[src/rtl/io_pkg.sv]
// rtl/io_pkg.sv - shared constants for the memory-mapped I/O port bank
package io_pkg;

    localparam logic [1:0] ADDR_MODE_RD  = 2'b00;
    localparam logic [1:0] ADDR_MODE_PC  = 2'b01;
    localparam logic [1:0] ADDR_MODE_WRT = 2'b10;

    // Per-port register offsets within each 4-byte port slot
    localparam logic [1:0] OFF_DATA     = 2'd0;
    localparam logic [1:0] OFF_DIR      = 2'd1;
    localparam logic [1:0] OFF_IRQ_EN   = 2'd2;
    localparam logic [1:0] OFF_IRQ_STAT = 2'd3;

    // Beeper register offsets relative to the slot after the last port
    localparam logic [1:0] OFF_DIV_LO = 2'd0;
    localparam logic [1:0] OFF_DIV_HI = 2'd1;
    localparam logic [1:0] OFF_CTRL   = 2'd2;

    localparam int IRQ_EDGE_RISE = 0;
    localparam int IRQ_EDGE_FALL = 1;
    localparam int IRQ_EDGE_BOTH = 2;

endpackage

[src/rtl/beep_gen.sv]
// rtl/beep_gen.sv - programmable square-wave beeper with divider and clear-on-write
module beep_gen
    import io_pkg::*;
(
    input  logic        clk,
    input  logic        rstIn,
    input  logic        wr_en,
    input  logic [1:0]  wr_sel,
    input  logic [7:0]  wdata,
    output logic [15:0] div,
    output logic        en,
    output logic        beeper
);

    logic [15:0] div_n;
    logic [15:0] cnt;
    logic        en_n;
    logic        reg_wr;

    assign reg_wr = wr_en && (wr_sel inside {OFF_DIV_LO, OFF_DIV_HI, OFF_CTRL});

    always_comb begin
        div_n = div;
        en_n  = en;
        if (wr_en) begin
            case (wr_sel)
                OFF_DIV_LO: div_n[7:0]  = wdata;
                OFF_DIV_HI: div_n[15:8] = wdata;
                OFF_CTRL:   en_n        = wdata[0];
                default:    ;
            endcase
        end
    end

    // Decisions use the post-write settings so disabling silences the tone on the same edge
    always_ff @(posedge clk or negedge rstIn) begin
        if (!rstIn) begin
            div    <= '0;
            en     <= 1'b0;
            cnt    <= '0;
            beeper <= 1'b0;
        end else begin
            div <= div_n;
            en  <= en_n;
            if (!en_n || div_n == 16'd0) begin
                cnt    <= '0;
                beeper <= 1'b0;
            end else if (reg_wr) begin
                cnt <= '0;
            end else if (cnt == div) begin
                cnt    <= '0;
                beeper <= ~beeper;
            end else begin
                cnt <= cnt + 16'd1;
            end
        end
    end

endmodule

[src/rtl/mmio_port_bank.sv]
// rtl/mmio_port_bank.sv - GPIO port bank with edge interrupts and beeper on the Z8 bus
module mmio_port_bank
    import io_pkg::*;
#(
    parameter logic [23:0] BASE_ADDR = 24'h00FFF0,
    parameter int          NUM_PORTS = 2,
    parameter int          WIDTH     = 8,
    parameter int          IRQ_EDGE  = 0
) (
    input  logic                         clk,
    input  logic                         rstIn,
    input  logic [1:0]                   memReadWrite,
    input  logic [23:0]                  addressLinesIn,
    input  logic [7:0]                   dataBusIn,
    output logic [7:0]                   readData,
    output logic                         regHit,
    input  logic [NUM_PORTS*WIDTH-1:0]   pinIn,
    output logic [NUM_PORTS*WIDTH-1:0]   pinOut,
    output logic [NUM_PORTS*WIDTH-1:0]   pinOe,
    output logic [NUM_PORTS-1:0]         irqVec,
    output logic                         beeper
);

    localparam int WIN = 4 * NUM_PORTS + 4;

    logic [23:0] off;
    logic [1:0]  idx;
    logic [1:0]  sel;
    logic        wr_en;
    logic [1:0]  arm;
    logic        armed;
    logic [NUM_PORTS-1:0][7:0] port_rd;
    logic [7:0]  beep_rd;
    logic [15:0] div;
    logic        beep_en;
    logic [WIDTH-1:0] wdata;

    // Addresses below the base wrap to large offsets and so miss the window
    assign off    = addressLinesIn - BASE_ADDR;
    assign idx    = off[3:2];
    assign sel    = off[1:0];
    assign regHit = (memReadWrite == ADDR_MODE_RD || memReadWrite == ADDR_MODE_WRT)
                    && (off < 24'(WIN));
    assign wr_en  = regHit && (memReadWrite == ADDR_MODE_WRT);
    assign wdata  = dataBusIn[WIDTH-1:0];
    assign armed  = (arm == 2'd3);

    // Hold off edge detection while the synchroniser fills after reset
    always_ff @(posedge clk or negedge rstIn) begin
        if (!rstIn) begin
            arm <= '0;
        end else if (!armed) begin
            arm <= arm + 2'd1;
        end
    end

    for (genvar p = 0; p < NUM_PORTS; p++) begin : g_port
        logic [WIDTH-1:0] sync1, sync2, hist;
        logic [WIDTH-1:0] dout, dir, ien, stat;
        logic [WIDTH-1:0] rise, fall, det, clr;
        logic             port_wr;

        assign port_wr = wr_en && (idx == 2'(p));
        assign rise    = sync2 & ~hist;
        assign fall    = ~sync2 & hist;
        assign det     = ((IRQ_EDGE == IRQ_EDGE_BOTH) ? (rise | fall) :
                          (IRQ_EDGE == IRQ_EDGE_FALL) ? fall : rise)
                         & ~dir & {WIDTH{armed}};
        assign clr     = (port_wr && sel == OFF_IRQ_STAT) ? wdata : '0;

        // History follows sync2 every cycle, so a bit turned back into an input sees no stale edge
        always_ff @(posedge clk or negedge rstIn) begin
            if (!rstIn) begin
                sync1 <= '0;
                sync2 <= '0;
                hist  <= '0;
                dout  <= '0;
                dir   <= '0;
                ien   <= '0;
                stat  <= '0;
            end else begin
                sync1 <= pinIn[p*WIDTH +: WIDTH];
                sync2 <= sync1;
                hist  <= sync2;
                if (port_wr && sel == OFF_DATA)   dout <= wdata;
                if (port_wr && sel == OFF_DIR)    dir  <= wdata;
                if (port_wr && sel == OFF_IRQ_EN) ien  <= wdata;
                stat <= (stat & ~clr) | det;
            end
        end

        assign port_rd[p] = (sel == OFF_DATA)   ? 8'(sync2) :
                            (sel == OFF_DIR)    ? 8'(dir)   :
                            (sel == OFF_IRQ_EN) ? 8'(ien)   : 8'(stat);
        assign irqVec[p]                  = |(stat & ien);
        assign pinOut[p*WIDTH +: WIDTH]   = dout;
        assign pinOe[p*WIDTH +: WIDTH]    = dir;
    end

    beep_gen u_beep (
        .clk    (clk),
        .rstIn  (rstIn),
        .wr_en  (wr_en && idx == 2'(NUM_PORTS)),
        .wr_sel (sel),
        .wdata  (dataBusIn),
        .div    (div),
        .en     (beep_en),
        .beeper (beeper)
    );

    always_comb begin
        case (sel)
            OFF_DIV_LO: beep_rd = div[7:0];
            OFF_DIV_HI: beep_rd = div[15:8];
            OFF_CTRL:   beep_rd = {7'd0, beep_en};
            default:    beep_rd = 8'd0;
        endcase
    end

    always_comb begin
        readData = 8'd0;
        if (regHit) begin
            if (idx == 2'(NUM_PORTS)) begin
                readData = beep_rd;
            end else begin
                for (int p = 0; p < NUM_PORTS; p++) begin
                    if (idx == 2'(p)) readData = port_rd[p];
                end
            end
        end
    end

endmodule

[config.mk]
export PLATFORM = sky130hd
export DESIGN_NAME = mmio_port_bank
export DESIGN_NICKNAME = d
export VERILOG_FILES = /design/src/rtl/io_pkg.sv /design/src/rtl/beep_gen.sv /design/src/rtl/mmio_port_bank.sv
export SDC_FILE = /design/constraint.sdc
export NUM_CORES = 1
export LEC_CHECK = 0
export ABC_AREA = 0
export CORE_UTILIZATION = 50
export DETAILED_ROUTE_END_ITERATION = 8
export DONT_BUFFER_PORTS = 1
export PLACE_DENSITY = 0.72
export SYNTH_ARGS = -nofsm -noshare
export SYNTH_HDL_FRONTEND = slang
export SYNTH_SLANG_ARGS = --single-unit
export TNS_END_PERCENT = 20
[constraint.sdc]
create_clock -name clk -period 3.1 [get_ports clk]
set_clock_uncertainty 0.1 [all_clocks]
set_input_delay 0.465 -clock clk [delete_from_list [all_inputs] [get_ports clk]]
set_output_delay 0.465 -clock clk [all_outputs]
set_load 0.02 [all_outputs]
==> flow_metrics.py <==
metrics = {
    "critical_path": {
        "path_class": "primary input to flop",
        "arrival_ps": 3260,
        "crit_required_ps": 3290,
        "critPathLaunchType": "primary input",
        "path_max_fanout": 17,
        "cp-end-kind": "flop",
    },
    "cells_and_area": {
        "mostFrequentLayoutCells": "dfrtp_1 (148), mux2_2 (60), nand2_1 (59)",
        "finish.utilization_pct": 60.31,
        "drive_gt1_share_pct": 27.63,
        "final_nets": 649,
        "final_common_cell": "dfrtp_1",
        "fillers": 1059,
        "syn2layout_area_growth_pct": 17.92,
        "antenna_cells": 0,
    },
    "clocking": {
        "cts_hold_buffers": 16,
        "post_cts_buffers": 0,
        "root_buffer": "clkbuf_16",
        "clk_pin_slew_worst_paths_ps": 60,
        "tritoncts": "yes",
        "htree_levels": 4,
        "clk-insertion-delay-late_ps": 420,
        "clockBufferDepth": 2,
        "cts_sinks": 148,
        "cts_buffers": 17,
    },
    "sta": {
        "setup_slack_ps": 32.71,
        "setup_viol": 0,
        "hold_violations": 148,
        "max_freq_ghz": 0.3260,
        "fin_crit_ps": 3067,
        "hold_ws_ps": -359.3,
        "tightest_slew_ps": 635.5,
        "finalMaxSlewViolations": 0,
        "slew_headroom_pct": 57.63,
        "post-route-period-util_pct": 98.94,
    },
    "logic_synthesis": {
        "synth_top_area_cell": "dfrtp_1",
        "yosysWarnings": 0,
        "synthTopCellsByArea": "dfrtp_1 (55%), mux2_2 (11%), nand2_1 (3.4%), mux4_2 (3.3%), xor2_1 (2.7%)",
        "synth_ff_type": "dfrtp_1",
        "ys_ff_latch": 148,
        "syn-cell-area_um2": 6773,
        "synth_top_area_share_pct": 54.68,
        "syn_avg_cell_area_um2": 12.31,
        "synthCells": 550,
        "yosys.cell_types.count": 54,
        "synth_edf_count": 0,
        "synth_fp_nets": 604,
        "ys_seq_area_share_pct": 54.68,
        "synthArstFlopShare_pct": 100.0,
    },
    "die": {
        "row_count": 42,
        "start_util_pct": 51.14,
        "die-area_um2": 14020,
        "io_pins": 96,
        "core-area_um2": 13240,
        "die_x_um": 118.4,
        "die_y_um": 118.4,
    },
    "min_path": {
        "hold_path.class": "primary input to async pin",
    },
    "flow_run": {
        "max_cap_viol_count": 0,
    },
    "placed_design": {
        "place.gp.congestion": 0.9361,
        "pre_cts_slack_ps": -354.5,
        "dp_hpwl_um": 11270,
        "io_buffers": 0,
    },
    "power": {
        "p_per_area_nw_per_um2": 508.4,
        "ir_worst_vdd_uv": 316.2,
        "power.total_w": 0.004060,
        "p_leak_nw": 3.605,
    },
    "outcome": {
        "status": "finished with violations",
        "violations": "hold timing",
    },
    "detailed_routing": {
        "wl_um": 16750,
        "vias": 4724,
        "drtPass1Iterations": 5,
        "viasPerCell": 6.026,
        "wl_per_cell_um": 21.37,
        "post-route-drc-count": 0,
        "drtIter0Drc": 373,
        "ant_nets": 0,
    },
    "grt": {
        "grt.total_usage_pct": 25.35,
        "grt_pass1_vias": 4958,
        "grt_max_degree": 149,
        "antenna_found_initial": 0,
        "gr-total-overflow": 0,
        "grt_pass1_wl_um": 26880,
    },
}
## state kept, by name, indices dropped and copies added, names as in the netlist
| signal | cells |
|---|---|
| g_port.sync1 | 16 |
| g_port.ien | 16 |
| u_beep.div | 16 |
| u_beep.en | 1 |
| g_port.hist | 16 |
| g_port.dir | 16 |
| u_beep.beeper | 1 |
| g_port.dout | 16 |
| g_port.stat | 16 |
| arm | 2 |
| u_beep.cnt | 16 |
| g_port.sync2 | 16 |
## stage by stage
stage | TNS [ps] | instances | cell area, um2
after floorplan | -8606 | 550 | 6834
after global placement | -12010 | 736 | 7217
after detailed placement | -16770 | 736 | 7217
after CTS | 0 | 784 | 7946
after global routing | -562.1 | 784 | 7986
final | 0 | 784 | 7986
## critical path, stage by stage
cell and delay (ps):
or4b_4 520, nor4_2 220, o211ai_1 120, a2111o_1 440, buf_4 170, nor2_4 110
mux2_2 380, nor4_2 290, o2111a_1 300, buf_12 170, nor4_1 70
## cell usage after synthesis, types with 2 or more instances
master and count:
a221oi_1 5, nor4_1 29, mux2i_1 18, nand2b_1 3, nor2b_1 2, or3_1 2, a21o_1 2, buf_2 2
nand3_1 14, a22oi_1 8, a21oi_1 9, mux2_2 68, ha_1 2, buf_1 5, xor2_1 21, and2_1 2
xnor2_1 11, dfrtp_1 148, a211o_1 3, nand4_1 5, o21ai_0 22, a22o_1 5, inv_1 5, and3_1 5
nand2_1 61, buf_4 2, clkbuf_1 16, nor2_1 17, a2111o_1 2, buf_6 3, nor3_1 5, o32a_1 3
mux4_2 10, or4bb_1 15
## path summary, 6_finish.rpt
| kind | slack, ps | depth (start not counted) | to | start |
|---|---|---|---|---|
| max in group asynchronous | 3030 | 0 | g_port[1].sync1[2] | rstIn |
| setup reg to reg | 1130 | 8 | u_beep.cnt[12] | u_beep.cnt[0] |
| hold / removal | -360 | 0 | u_beep.cnt[9] | rstIn |
| setup / recovery | 30 | 11 | u_beep.cnt[0] | addressLinesIn[20] |
| min in group clk | 90 | 1 | g_port[1].dout[7] | dataBusIn[7] |
| hold reg to reg | 250 | 0 | g_port[1].sync2[0] | g_port[1].sync1[0] |
## cell type report
| class | instances | area [um2] | share of cell area, % |
|---|---|---|---|
| Sequential cell | 148 | 3704 | 46.37 |
| Multi-Input combinational cell | 369 | 3004 | 37.62 |
| Timing Repair Buffer | 54 | 470.5 | 5.891 |
| Clock buffer | 17 | 425.4 | 5.327 |
| Tap cell | 176 | 220.2 | 2.757 |
| Clock inverter | 15 | 143.9 | 1.802 |
| Inverter | 5 | 18.77 | 0.2350 |
## cells by family (layout without fill, tap and decap cells)
kind of cell | after synthesis | count (layout) | share of synthesized area [%]
fa+ha+maj | 2 | 2 | 0.3694
buf+inv | 33 | 91 | 2.309
xor+xnor | 32 | 32 | 4.138
mux | 96 | 96 | 17.29
compound gates | 67 | 67 | 6.891
flops | 148 | 148 | 54.68
simple gates | 172 | 172 | 14.32
## power by group
part           switching, W  internal, W
clock              0.000842      0.00112
combinational     0.0000469    0.0000723
sequential        0.0000132      0.00196
## metal layers
layer	vias to the layer above	wire, um	GRT usage [%]
li1	2117	-	-
met1	2396	7418	34.06
met2	176	7828	38.82
met3	35	1046	6.805
met4	0	461	11.16
met5	-	0	0
## timing repair
action                                  4_1_cts  5_1_grt
endpoints found under the setup margin        0       17
resized for setup                             0        7
hold endpoints to repair                    164      148
Power figures use the tool's default switching activity.
